$ cat config.mk
export PLATFORM = sky130hd
export DESIGN_NAME = pipe_hazard_ctrl_flat
export DESIGN_NICKNAME = d
export VERILOG_FILES = /design/src/rtl/pipe_hazard_ctrl_if.sv /design/src/rtl/pipe_hazard_ctrl.sv /design/src/flat_wrapper.sv
export SDC_FILE = /design/constraint.sdc
export NUM_CORES = 1
export LEC_CHECK = 0
export CORE_ASPECT_RATIO = 0.5
export CORE_UTILIZATION = 47
export CTS_BUF_LIST = sky130_fd_sc_hd__clkbuf_8
export CTS_CLUSTER_DIAMETER = 120
export DETAILED_ROUTE_END_ITERATION = 16
export PLACE_DENSITY = 0.9
export SKIP_CTS_REPAIR_TIMING = 1
export SLEW_MARGIN = 20
export SYNTH_ARGS = -nofsm -noshare
export SYNTH_HDL_FRONTEND = slang
export SYNTH_SLANG_ARGS = --single-unit
$ cat constraint.sdc
create_clock -name Clk -period 3.45 [get_ports Clk]
set_clock_uncertainty 0.15 [all_clocks]
set_input_delay 1.035 -clock Clk [delete_from_list [all_inputs] [get_ports Clk]]
set_output_delay 1.035 -clock Clk [all_outputs]
set_load 0.01 [all_outputs]
$ cat src/rtl/pipe_hazard_ctrl_if.sv
// Hazard inputs and pipeline-register controls shared between the
// stall/flush controller and the pipeline datapath.
interface pipe_hazard_ctrl_if #(
  parameter int CNT_W = 16
);
  logic             IDEX_MemRead;
  logic [4:0]       IDEX_Rt;
  logic [4:0]       IFID_Rs;
  logic [4:0]       IFID_Rt;
  logic             Branch_Taken;
  logic             MDU_Start;
  logic             Ext_Hold;
  logic             PC_En;
  logic             IFID_En;
  logic             IFID_Flush;
  logic             IDEX_En;
  logic             IDEX_Flush;
  logic             EXMEM_En;
  logic             EXMEM_Flush;
  logic             MDU_Busy;
  logic [CNT_W-1:0] Stall_Cnt;

  modport master (
    output IDEX_MemRead, IDEX_Rt, IFID_Rs, IFID_Rt, Branch_Taken, MDU_Start, Ext_Hold,
    input  PC_En, IFID_En, IFID_Flush, IDEX_En, IDEX_Flush, EXMEM_En, EXMEM_Flush,
    input  MDU_Busy, Stall_Cnt
  );

  modport slave (
    input  IDEX_MemRead, IDEX_Rt, IFID_Rs, IFID_Rt, Branch_Taken, MDU_Start, Ext_Hold,
    output PC_En, IFID_En, IFID_Flush, IDEX_En, IDEX_Flush, EXMEM_En, EXMEM_Flush,
    output MDU_Busy, Stall_Cnt
  );
endinterface

$ cat src/rtl/pipe_hazard_ctrl.sv
// Central stall/flush controller: fixed-priority resolution of memory holds,
// MDU occupancy, taken branches and load-use hazards, plus a stall counter.
module pipe_hazard_ctrl #(
  parameter int MDU_LAT = 4,
  parameter int CNT_W   = 16
) (
  input  logic Clk,
  input  logic Rst_N,
  pipe_hazard_ctrl_if.slave hz
);

  typedef enum logic {RUN, MDU_WAIT} state_t;

  state_t           state_reg, state_next;
  logic [3:0]       mdu_cnt_reg, mdu_cnt_next;
  logic             mdu_busy_reg, mdu_busy_next;
  logic [CNT_W-1:0] stall_cnt_reg;

  logic load_use;
  logic pc_en, ifid_en, ifid_flush, idex_en, idex_flush, exmem_en, exmem_flush;

  assign load_use = hz.IDEX_MemRead && (hz.IDEX_Rt != 5'd0) &&
                    ((hz.IDEX_Rt == hz.IFID_Rs) || (hz.IDEX_Rt == hz.IFID_Rt));

  always_comb begin
    pc_en         = 1'b1;
    ifid_en       = 1'b1;
    ifid_flush    = 1'b0;
    idex_en       = 1'b1;
    idex_flush    = 1'b0;
    exmem_en      = 1'b1;
    exmem_flush   = 1'b0;
    state_next    = state_reg;
    mdu_cnt_next  = mdu_cnt_reg;
    mdu_busy_next = mdu_busy_reg;

    if (hz.Ext_Hold) begin
      pc_en    = 1'b0;
      ifid_en  = 1'b0;
      idex_en  = 1'b0;
      exmem_en = 1'b0;
    end else if (state_reg == MDU_WAIT) begin
      // EX still holds the MDU op; feed bubbles into MEM until it retires
      pc_en        = 1'b0;
      ifid_en      = 1'b0;
      idex_en      = 1'b0;
      exmem_flush  = 1'b1;
      mdu_cnt_next = mdu_cnt_reg - 4'd1;
      if (mdu_cnt_reg == 4'd1) begin
        state_next    = RUN;
        mdu_busy_next = 1'b0;
      end
    end else if (hz.Branch_Taken) begin
      ifid_flush = 1'b1;
      idex_flush = 1'b1;
    end else if (hz.MDU_Start) begin
      pc_en         = 1'b0;
      ifid_en       = 1'b0;
      idex_en       = 1'b0;
      exmem_flush   = 1'b1;
      state_next    = MDU_WAIT;
      mdu_cnt_next  = 4'(MDU_LAT - 1);
      mdu_busy_next = 1'b1;
    end else if (load_use) begin
      pc_en      = 1'b0;
      ifid_en    = 1'b0;
      idex_flush = 1'b1;
    end
  end

  always_ff @(posedge Clk or negedge Rst_N) begin
    if (!Rst_N) begin
      state_reg     <= RUN;
      mdu_cnt_reg   <= 4'd0;
      mdu_busy_reg  <= 1'b0;
      stall_cnt_reg <= '0;
    end else begin
      state_reg    <= state_next;
      mdu_cnt_reg  <= mdu_cnt_next;
      mdu_busy_reg <= mdu_busy_next;
      if (!pc_en && (stall_cnt_reg != {CNT_W{1'b1}}))
        stall_cnt_reg <= stall_cnt_reg + 1'b1;
    end
  end

  // Controls are forced inactive while reset is asserted
  assign hz.PC_En       = pc_en       & Rst_N;
  assign hz.IFID_En     = ifid_en     & Rst_N;
  assign hz.IFID_Flush  = ifid_flush  & Rst_N;
  assign hz.IDEX_En     = idex_en     & Rst_N;
  assign hz.IDEX_Flush  = idex_flush  & Rst_N;
  assign hz.EXMEM_En    = exmem_en    & Rst_N;
  assign hz.EXMEM_Flush = exmem_flush & Rst_N;
  assign hz.MDU_Busy    = mdu_busy_reg;
  assign hz.Stall_Cnt   = stall_cnt_reg;

endmodule
$ cat src/flat_wrapper.sv
// flat-port wrapper written by rule: the top's interface ports become plain ports
module pipe_hazard_ctrl_flat 
#(
  parameter int MDU_LAT = 4,
  parameter int CNT_W   = 16
)
  (Clk, Rst_N, hz_IDEX_MemRead, hz_IDEX_Rt, hz_IFID_Rs, hz_IFID_Rt, hz_Branch_Taken, hz_MDU_Start, hz_Ext_Hold, hz_PC_En, hz_IFID_En, hz_IFID_Flush, hz_IDEX_En, hz_IDEX_Flush, hz_EXMEM_En, hz_EXMEM_Flush, hz_MDU_Busy, hz_Stall_Cnt);
  pipe_hazard_ctrl_if #(.CNT_W(CNT_W)) hz_i ();
  input  logic Clk;
  input  logic Rst_N;
  input wire logic [$bits(hz_i.IDEX_MemRead)-1:0] hz_IDEX_MemRead;
  input wire logic [$bits(hz_i.IDEX_Rt)-1:0] hz_IDEX_Rt;
  input wire logic [$bits(hz_i.IFID_Rs)-1:0] hz_IFID_Rs;
  input wire logic [$bits(hz_i.IFID_Rt)-1:0] hz_IFID_Rt;
  input wire logic [$bits(hz_i.Branch_Taken)-1:0] hz_Branch_Taken;
  input wire logic [$bits(hz_i.MDU_Start)-1:0] hz_MDU_Start;
  input wire logic [$bits(hz_i.Ext_Hold)-1:0] hz_Ext_Hold;
  output wire logic [$bits(hz_i.PC_En)-1:0] hz_PC_En;
  output wire logic [$bits(hz_i.IFID_En)-1:0] hz_IFID_En;
  output wire logic [$bits(hz_i.IFID_Flush)-1:0] hz_IFID_Flush;
  output wire logic [$bits(hz_i.IDEX_En)-1:0] hz_IDEX_En;
  output wire logic [$bits(hz_i.IDEX_Flush)-1:0] hz_IDEX_Flush;
  output wire logic [$bits(hz_i.EXMEM_En)-1:0] hz_EXMEM_En;
  output wire logic [$bits(hz_i.EXMEM_Flush)-1:0] hz_EXMEM_Flush;
  output wire logic [$bits(hz_i.MDU_Busy)-1:0] hz_MDU_Busy;
  output wire logic [$bits(hz_i.Stall_Cnt)-1:0] hz_Stall_Cnt;
  assign hz_i.IDEX_MemRead = hz_IDEX_MemRead;
  assign hz_i.IDEX_Rt = hz_IDEX_Rt;
  assign hz_i.IFID_Rs = hz_IFID_Rs;
  assign hz_i.IFID_Rt = hz_IFID_Rt;
  assign hz_i.Branch_Taken = hz_Branch_Taken;
  assign hz_i.MDU_Start = hz_MDU_Start;
  assign hz_i.Ext_Hold = hz_Ext_Hold;
  assign hz_PC_En = hz_i.PC_En;
  assign hz_IFID_En = hz_i.IFID_En;
  assign hz_IFID_Flush = hz_i.IFID_Flush;
  assign hz_IDEX_En = hz_i.IDEX_En;
  assign hz_IDEX_Flush = hz_i.IDEX_Flush;
  assign hz_EXMEM_En = hz_i.EXMEM_En;
  assign hz_EXMEM_Flush = hz_i.EXMEM_Flush;
  assign hz_MDU_Busy = hz_i.MDU_Busy;
  assign hz_Stall_Cnt = hz_i.Stall_Cnt;
  pipe_hazard_ctrl #(.MDU_LAT(MDU_LAT), .CNT_W(CNT_W)) u_core (.Clk(Clk), .Rst_N(Rst_N), .hz(hz_i));
endmodule
==> impl_results.md, run 1 <==
- Vias: 1170
- DP Cell Count: 218
- Final wirelength: 3380 um
- Syn nets: 145
- TritonCTS buffer count: 3
- Die area: 3060 um2
- Synth Flop Type: dfrtp_1
- Mapped Avg Cell Area: 11.0 um2
- Multiplexer area fraction after synthesis: 4.14%
- Critical Path AT: 2.22 ns
- Final worst setup slack: 0.0418 ns
- Final RePlAce weighted congestion: 0.736
- Status: complete, no violations
- Core ar.: 2640 um2
- Largest register FFs: 16
- P&R area growth vs syn: 53.2%
- CTS max path bufs: 2
- Post-Synth XOR/XNOR Area: 16.4%
- Sink Count: 22
- CTS tree: done
- Synth warnings: 0
- Largest area contributor in the synthesized netlist: dfrtp_1
- Row count: 13
- Slowest CP cell: or4_4
- Via/cell ratio: 5.25
- Drt first-iter violations: 45
- CP Class: in2out
- Fmax: 293 MHz
- Final-report hold violation count: 0
- DRC Markers: 0
- Synth Area in Compound Gates: 8.09%
- Worst-path clk slew: 0.08 ns
- Post-synth EDFFs: 0
- Slew margin rel.: 78.3%
- Initial antenna violation count: 0
- Fin crit period: 3.41 ns
- Antenna-violating nets left: 0
- Register area share after synthesis: 41.4%
- Peak supply drop: 258 uV
- RSZ-0062 raised after global routing: yes
- Multi-input logic area: 756 um2
- Worst-path cell chain: buf_6, or4_4, o21ai_4, nor2_4, a21oi_2, buf_2
- Post-Synthesis Cells: 121
- DPL Wire Length: 2430 um
- Fill cells: 169
- Worst setup SP type: primary input
- Root Buffer: clkbuf_8
- Class of the worst hold path: reg2reg
- Top-count cell post-synth: dfrtp_1
- Final nets: 211
- Peak fanout along the critical path: 2
- Crit path required time: 2.26 ns
- Gr ovfl total: 0
- Height of the die: 39.6 um
- Cell variety after synth: 38
- Max-cap check violation count: 0
- Fin Setup TNS: 0 ns
- Vias in the first global route: 1176
- Actual slew at the worst max-slew pin: 0.326 ns
- Share of Yosys cell area claimed by the top area cell type: 41.4%
- Pins Over Slew Limit: 0
- I/O Pins: 45
- Cell area after synthesis: 1330 um2
- Dpl ws: -0.723 ns
- Share of cells above drive strength 1: 28.5%
- Count of state elements after synthesis: 22
- Pwr dens: 482 nW/um2
- Crit path max-delay family: simple AND/OR/NAND/NOR gates
- FF/Latch Area: 551 um2
- Fin cells: 223
- CP bufs+invs: 2
- Post-Synth Adder-Cell Area: 2.82%
- Final setup viols: 0
- Largest net degree at the start of global routing: 23
- Slowest stage delay, CP: 0.54 ns
- Async SR Flop Fraction: 100%
- Initial Util: 50.5%
- Leak Pwr: 1.06 nW
- Commonest cells post-synth: dfrtp_1, xnor2_1, xor2_1
- H-tree levels: 1
- IO buf count: 44
- Largest cells by area after synthesis: dfrtp_1, xnor2_1, xor2_1
- Die W: 77.2 um
- First-pass GRT wire length: 5370 um
- Clock Latency Late Sink: 0.26 ns
- Final Cycle Share: 98.8%
- # diodes: 0
- Setup crit end kind: primary output
- GRT Total Usage: 23.8%
- Simple-gate share of the synthesized area: 23.1%
- Routed len/inst: 15.2 um
- R2r setup slk: 1.35 ns
- Drt pass-1 iters: 4
- Main combinational cell family by area after synthesis: simple AND/OR/NAND/NOR gates
==> cell type report <==
cell class	instances	area share, %
multi-input combinational	90	37.1
timing repair buffer	63	29.7
sequential	22	27.0
clock buffer	4	2.70
tap	37	2.27
inverter	7	1.29
==> power by group <==
part           switching, mW  total (mW)  internal (mW)
Combinational          0.158       0.388          0.229
Clock                 0.0840       0.186          0.102
Sequential            0.0806       0.410          0.329
Total                  0.323       0.983          0.660
==> per-stage QoR <==
| step | total power [mW] | hold slack [ns] | utilization, % | instance area [um2] |
|---|---|---|---|---|
| floorplan | 0.597 | 0.340 | - | 1330 |
| global placement | 0.771 | 0.325 | 73.5 | 1940 |
| detailed placement | 0.792 | 0.338 | 73.5 | 1940 |
| CTS | 0.983 | 0.353 | 75.6 | 1990 |
| global route | 1.04 | 0.369 | 77.4 | 2040 |
| finish | 0.983 | 0.359 | 77.4 | 2040 |
==> per-layer routing <==
| metal | GRT usage (%) | up-vias | routed length, um |
|---|---|---|---|
| met5 | 0 | - | 0 |
| met4 | 7.55 | 0 | 79 |
| met3 | 5.12 | 12 | 146 |
| met2 | 50.9 | 48 | 1820 |
| met1 | 24.5 | 562 | 1330 |
| li1 | - | 548 | - |
==> kinds of logic (layout without fill, tap and decap cells) <==
family          Yosys count  after routing
buf+inv                   9             74
fa+ha+maj                 3              3
flops                    22             22
compound gates           10             10
xor+xnor                 24             24
mux                       5              5
simple gates             48             48
==> placed cells by master (no fill, tap or decap), types with 2 or more instances in the layout <==
cell type         n
clkdlybuf4s50_1  22
dfrtp_1          22
buf_4            18
dlymetal6s2s_1   15
xnor2_1          12
xor2_1           10
nor2_1            8
inv_1             7
nand2_1           7
nand3_2           5
nand4_1           5
and3_1            4
mux2_2            4
clkbuf_8          4
ha_1              3
clkbuf_2          3
buf_2             3
nor3_2            2
nand2b_1          2
nor2b_1           2
nand3_1           2
a22o_1            2
==> final timing paths <==
check	endpoint	cells past startpoint	startpoint
max	hz_PC_En	6	hz_IDEX_Rt[2]
min	u_core.hz.Stall_Cnt[5]$_DFFE_PN0P_	1	u_core.hz.Stall_Cnt[5]$_DFFE_PN0P_
max reg2reg	u_core.hz.Stall_Cnt[6]$_DFFE_PN0P_	7	u_core.hz.Stall_Cnt[0]$_DFFE_PN0P_
min reg2reg	u_core.hz.Stall_Cnt[5]$_DFFE_PN0P_	1	u_core.hz.Stall_Cnt[5]$_DFFE_PN0P_
max in group asynchronous	u_core.hz.MDU_Busy$_DFFE_PN0P_	2	Rst_N
min in group asynchronous	u_core.hz.Stall_Cnt[2]$_DFFE_PN0P_	2	Rst_N
Power figures use the tool's default switching activity.
==> run 2: changes to the inputs <==
ABC_AREA = 1   (was unset)
CAP_MARGIN = 20   (was unset)
CORE_UTILIZATION = 49   (was 47)
==> impl_results.md, run 2 <==
- Fmax: 296 MHz (was 293 MHz)
- Largest cells by area after synthesis: dfrtp_1, nand2_1, nand3_1 (was dfrtp_1, xnor2_1, xor2_1)
- Cell area after synthesis: 1560 um2 (was 1330 um2)
- GR Util met1: 25.9% (was 24.5%)
- DP Cell Count: 316 (was 218)
- Final Cycle Share: 97.8% (was 98.8%)
- Peak supply drop: 319 uV (was 258 uV)
- Top-count cell post-synth: nand2_1 (was dfrtp_1)
- Top Usage Layer GRT: met2 (unchanged)
- Setup crit end kind: primary output (unchanged)
- Register area share after synthesis: 35.3% (was 41.4%)
- CTS max path bufs: 2 (unchanged)
- Most frequent cells in the layout: nand2_1, nand3_1, inv_1 (was clkdlybuf4s50_1, dfrtp_1, buf_4)
- Final setup viols: 0 (unchanged)
- Peak fanout along the critical path: 2 (unchanged)
- Slowest stage delay, CP: 0.39 ns (was 0.54 ns)
- Core ar.: 3010 um2 (was 2640 um2)
- DRC Markers: 0 (unchanged)
- Synth warnings: 0 (unchanged)
- Commonest cells post-synth: nand2_1, nand3_1, inv_1 (was dfrtp_1, xnor2_1, xor2_1)
- Vias in the first global route: 1532 (was 1176)
- Crit path required time: 2.26 ns (about the same)
- Via/cell ratio: 5.14 (was 5.25)
- Final wirelength: 3930 um (was 3380 um)
- I/O Pins: 45 (unchanged)
- Die W: 81.7 um (was 77.2 um)
- Worst-path cell chain: clkdlybuf4s50_1, o21a_1, nor2_2, nand2_2, inv_2, nand2_1, inv_1, dlymetal6s2s_1 (was buf_6, or4_4, o21ai_4, nor2_4, a21oi_2, buf_2)
- Mapped Avg Cell Area: 6.86 um2 (was 11.0 um2)
- Count of state elements after synthesis: 22 (unchanged)
- P&R area growth vs syn: 41.8% (was 53.2%)
- CP Class: in2out (unchanged)
- Routed len/inst: 12.2 um (was 15.2 um)
- Met3 Track Usage GR: 7.47% (was 5.12%)
- # diodes: 0 (unchanged)
- TritonCTS buffer count: 3 (unchanged)
- Max-cap check violation count: 0 (unchanged)
- Root Buffer: clkbuf_8 (unchanged)
- Cell variety after synth: 26 (was 38)
- Worst setup SP type: primary input (unchanged)
- Most common cell after layout, fill and taps aside: nand2_1
- Slowest CP cell: clkdlybuf4s50_1 (was or4_4)
- Design area: 2210 um2 (was 2040 um2)
- Multi-input logic area: 881 um2 (was 756 um2)
- Syn nets: 251 (was 145)
- Fin Setup TNS: 0 ns (unchanged)
- Status: complete, no violations (unchanged)
- Die area: 3420 um2 (was 3060 um2)
- Dpl ws: -0.442 ns (was -0.723 ns)
- Largest net degree at the start of global routing: 23 (unchanged)
- Post-Synthesis Cells: 227 (was 121)
- Post-route core utilization: 73.3% (was 77.4%)
- Async SR Flop Fraction: 100% (unchanged)
- GRT Total Usage: 23.5% (was 23.8%)
- Height of the die: 41.9 um (was 39.6 um)
- Vias: 1649 (was 1170)
- Post-synth EDFFs: 0 (unchanged)
- Sink Count: 22 (unchanged)
- Pwr dens: 484 nW/um2 (was 482 nW/um2)
- Hold_ws: 0.356 ns (was 0.359 ns)
- Met2 Use GR: 43.1% (was 50.9%)
- Pins Over Slew Limit: 0 (unchanged)
- CTS tree: done (unchanged)
- Largest register FFs: 16 (unchanged)
- Fin cells: 321 (was 223)
- Synth Flop Type: dfrtp_1 (unchanged)
- Share of Yosys cell area claimed by the top area cell type: 35.3% (was 41.4%)
- Initial Util: 51.7% (was 50.5%)
- First-pass GRT wire length: 6150 um (was 5370 um)
- H-tree levels: 1 (unchanged)
- Initial antenna violation count: 0 (unchanged)
- Fin crit period: 3.37 ns (was 3.41 ns)
- Final worst setup slack: 0.0769 ns (was 0.0418 ns)
- DP Area: 2090 um2 (was 1940 um2)
- Fill cells: 222 (was 169)
- Class of the worst hold path: reg2reg (unchanged)
- Total power: 1.07 mW (was 983 uW)
- Final-report hold violation count: 0 (unchanged)
- Gr ovfl total: 0 (unchanged)
- FF/Latch Area: 551 um2 (unchanged)
- IO buf count: 44 (unchanged)
- Drt pass-1 iters: 4 (unchanged)
- Worst-path clk slew: 0.07 ns (was 0.08 ns)
- Row count: 14 (was 13)
- Clock Latency Late Sink: 0.26 ns (about the same)
- Final RePlAce weighted congestion: 0.821 (was 0.736)
- Drt first-iter violations: 111 (was 45)
- Final nets: 306 (was 211)
- Antenna-violating nets left: 0 (unchanged)
- Critical Path AT: 2.19 ns (was 2.22 ns)
- Largest area contributor in the synthesized netlist: dfrtp_1 (unchanged)
- Actual slew at the worst max-slew pin: 0.460 ns (was 0.326 ns)
- Share of cells above drive strength 1: 11.4% (was 28.5%)
- Slew margin rel.: 69.1% (was 78.3%)
- DPL Wire Length: 2940 um (was 2430 um)
- Leak Pwr: 1.29 nW (was 1.06 nW)
-- run 2: power breakdown --
| group | leakage (nW) | internal (mW) | total [mW] | switching [mW] |
|---|---|---|---|---|
| combinational | 0.974 | 0.234 | 0.482 | 0.248 |
| clock | 0.0288 | 0.102 | 0.184 | 0.0820 |
| sequential | 0.287 | 0.328 | 0.405 | 0.0764 |
-- run 2: final cells by class --
cell class              instances  share of cell area [%]
repair buffers                 54                    25.4
well taps                      40                    2.27
clock buffers                   4                    2.49
flip-flops and latches         22                    24.9
multi-input cells             171                    39.9
inverters                      30                    5.10
-- run 2: layer usage --
layer  up-vias  routed length [um]  part of all wire, %
li1        816                   -                    -
met1       768                1700                   43
met2        59                1940                   49
met3         6                 243                  6.2
met4         0                  44                  1.1
met5         -                   0                    0
-- run 2: worst paths after layout --
path / from / to / slack (ns) / depth (start not counted)
max: hz_MDU_Start / hz_IFID_En / 0.08 / 8
min: u_core.hz.Stall_Cnt[15]$_DFFE_PN0P_ / u_core.hz.Stall_Cnt[15]$_DFFE_PN0P_ / 0.36 / 2
max reg2reg: u_core.hz.Stall_Cnt[0]$_DFFE_PN0P_ / u_core.hz.Stall_Cnt[7]$_DFFE_PN0P_ / 1.58 / 7
min reg2reg: u_core.hz.Stall_Cnt[15]$_DFFE_PN0P_ / u_core.hz.Stall_Cnt[15]$_DFFE_PN0P_ / 0.36 / 2
max in group asynchronous: Rst_N / u_core.mdu_cnt_reg[3]$_DFFE_PN0P_ / 1.84 / 2
min in group asynchronous: Rst_N / u_core.hz.Stall_Cnt[6]$_DFFE_PN0P_ / 1.08 / 2
-- run 2: worst max-delay path: cells and delay by family --
kind / cells / cell delay [ns]
AND/OR/NAND/NOR: 3 / 0.30
buffers and inverters: 4 / 0.66
AO/OA/AOI/OAI: 1 / 0.19
-- run 2: cells by family after synthesis --
logic type	Yosys count	share of synthesized area, %
buf+inv	34	9.08
xor+xnor	17	9.56
fa+ha+maj	3	2.41
simple gates	141	39.9
flops	22	35.3
compound gates	10	3.70
==> run 3: changes to the inputs <==
CTS_CLUSTER_SIZE = 12   (was unset)
PLACE_DENSITY = unset   (was 0.9)
PLACE_DENSITY_LB_ADDON = 0.08   (was unset)
==> impl_results.md, run 3 (same netlist as run 2, synthesis figures left out) <==
- Final wirelength: 4020 um (was 3930 um)
- Fmax: 293 MHz (was 296 MHz)
- Largest net degree at the start of global routing: 23 (unchanged)
- Total power: 1.07 mW (about the same)
- DPL Wire Length: 2920 um (was 2940 um)
- CP bufs+invs: 3 (was 4)
- Initial Util: 51.7% (unchanged)
- Slew margin rel.: 67.2% (was 69.1%)
- P&R area growth vs syn: 41.8% (unchanged)
- CP Class: in2out (unchanged)
- Final setup viols: 0 (unchanged)
- Worst-path cell chain: clkdlybuf4s50_1, xnor2_1, nand3_1, nand2_2, nand3_2, nand2_1, inv_1, dlymetal6s2s_1 (was clkdlybuf4s50_1, o21a_1, nor2_2, nand2_2, inv_2, nand2_1, inv_1, dlymetal6s2s_1)
- Critical Path AT: 2.23 ns (was 2.19 ns)
- Peak supply drop: 357 uV (was 319 uV)
- Class of the worst hold path: reg2reg (unchanged)
- Peak fanout along the critical path: 2 (unchanged)
- Worst setup SP type: primary input (unchanged)
- DRC Markers: 0 (unchanged)
- Drt pass-1 iters: 4 (unchanged)
- CTS max path bufs: 2 (unchanged)
- I/O Pins: 45 (unchanged)
- Max-cap check violation count: 0 (unchanged)
- Largest register FFs: 16 (unchanged)
- Actual slew at the worst max-slew pin: 0.489 ns (was 0.460 ns)
- GRT Total Usage: 24.7% (was 23.5%)
- Status: complete, no violations (unchanged)
- Hold_ws: 0.389 ns (was 0.356 ns)
- # diodes: 0 (unchanged)
- Worst-path clk slew: 0.08 ns (was 0.07 ns)
- First-pass GRT wire length: 6440 um (was 6150 um)
- Final-report hold violation count: 0 (unchanged)
- Gr ovfl total: 0 (unchanged)
- Share of cells above drive strength 1: 11.3% (was 11.4%)
- Slowest stage delay, CP: 0.49 ns (was 0.39 ns)
- CTS tree: done (unchanged)
- Post-route core utilization: 73.3% (unchanged)
- Via/cell ratio: 5.09 (was 5.14)
- Fin cells: 322 (was 321)
- Routed len/inst: 12.5 um (was 12.2 um)
- DP Cell Count: 316 (unchanged)
- TritonCTS buffer count: 3 (unchanged)
- Setup crit end kind: primary output (unchanged)
- Drt first-iter violations: 86 (was 111)
- Final nets: 307 (was 306)
- Vias: 1639 (was 1649)
- Most frequent cells in the layout: nand2_1, nand3_1, inv_1 (unchanged)
- Pins Over Slew Limit: 0 (unchanged)
- Most common cell after layout, fill and taps aside: nand2_1 (unchanged)
- Die area: 3420 um2 (unchanged)
- Fin crit period: 3.41 ns (was 3.37 ns)
- Sink Count: 22 (unchanged)
- Pwr dens: 486 nW/um2 (was 484 nW/um2)
- Initial antenna violation count: 0 (unchanged)
- Antenna-violating nets left: 0 (unchanged)
- H-tree levels: 1 (unchanged)
- Slowest CP cell: clkdlybuf4s50_1 (unchanged)
- Height of the die: 41.9 um (unchanged)
- IO buf count: 44 (unchanged)
- Leak Pwr: 1.30 nW (was 1.29 nW)
- Root Buffer: clkbuf_8 (unchanged)
- Core ar.: 3010 um2 (unchanged)
- Final RePlAce weighted congestion: 0.851 (was 0.821)
- Crit path required time: 2.26 ns (about the same)
- Final Cycle Share: 98.9% (was 97.8%)
- Vias in the first global route: 1522 (was 1532)
- Fill cells: 261 (was 222)
- Clock Latency Late Sink: 0.26 ns (about the same)
- Crit path max-delay family: buffers and inverters (unchanged)
- Row count: 14 (unchanged)
- Die W: 81.7 um (unchanged)
-- run 3: worst register-to-register path: stages, from the launching register on --
cell and delay, ns:
dfrtp_1 0.45, ha_1 0.29, nand2_2 0.13, nor3_4 0.16
nand3_4 0.23, nand2_4 0.26, nand2_1 0.08, nand2_1 0.07
-- run 3: cell type report --
type	count	area (um2)	area share, %
Sequential cell	22	551	24.9
Inverter	30	113	5.10
Timing Repair Buffer	55	566	25.6
Clock buffer	4	55.1	2.49
Multi-Input combinational cell	171	876	39.6
Tap cell	40	50.0	2.27
-- run 3: per-layer routing --
layer | GRT usage, % | vias to the layer above | wire length, um
met5 | 0 | - | 0
met3 | 7.25 | 0 | 292
met4 | 4.56 | 0 | 0
li1 | - | 815 | -
met2 | 42.8 | 64 | 2010
met1 | 30.4 | 760 | 1720
-- run 3: final timing paths --
path | startpoint | endpoint | slack [ns] | cells after the start
worst max register to register | u_core.hz.Stall_Cnt[0]$_DFFE_PN0P_ | u_core.hz.Stall_Cnt[15]$_DFFE_PN0P_ | 1.57 | 7
min in group asynchronous | Rst_N | u_core.hz.Stall_Cnt[1]$_DFFE_PN0P_ | 0.75 | 2
max in group asynchronous | Rst_N | u_core.mdu_cnt_reg[0]$_DFFE_PN0P_ | 2.17 | 2
worst min-delay path | u_core.hz.MDU_Busy$_DFFE_PN0P_ | u_core.hz.MDU_Busy$_DFFE_PN0P_ | 0.39 | 2
worst max-delay path | hz_IFID_Rt[3] | hz_PC_En | 0.04 | 8
worst min register to register | u_core.hz.MDU_Busy$_DFFE_PN0P_ | u_core.hz.MDU_Busy$_DFFE_PN0P_ | 0.39 | 2
-- run 3: stage by stage --
step	setup WS [ns]	instance area, um2	TNS (ns)
floorplan	0.413	1560	0
global placement	-0.439	2090	-2.00
detailed placement	-0.482	2090	-2.18
CTS	-0.482	2140	-2.22
global route	-0.0181	2210	-0.0181
finish	0.0377	2210	0
-- run 3: report_power, final --
group | internal (mW) | switching [mW] | leakage (nW)
combinational | 0.236 | 0.245 | 0.980
sequential | 0.328 | 0.0783 | 0.287
clock | 0.102 | 0.0852 | 0.0288
total | 0.666 | 0.409 | 1.30
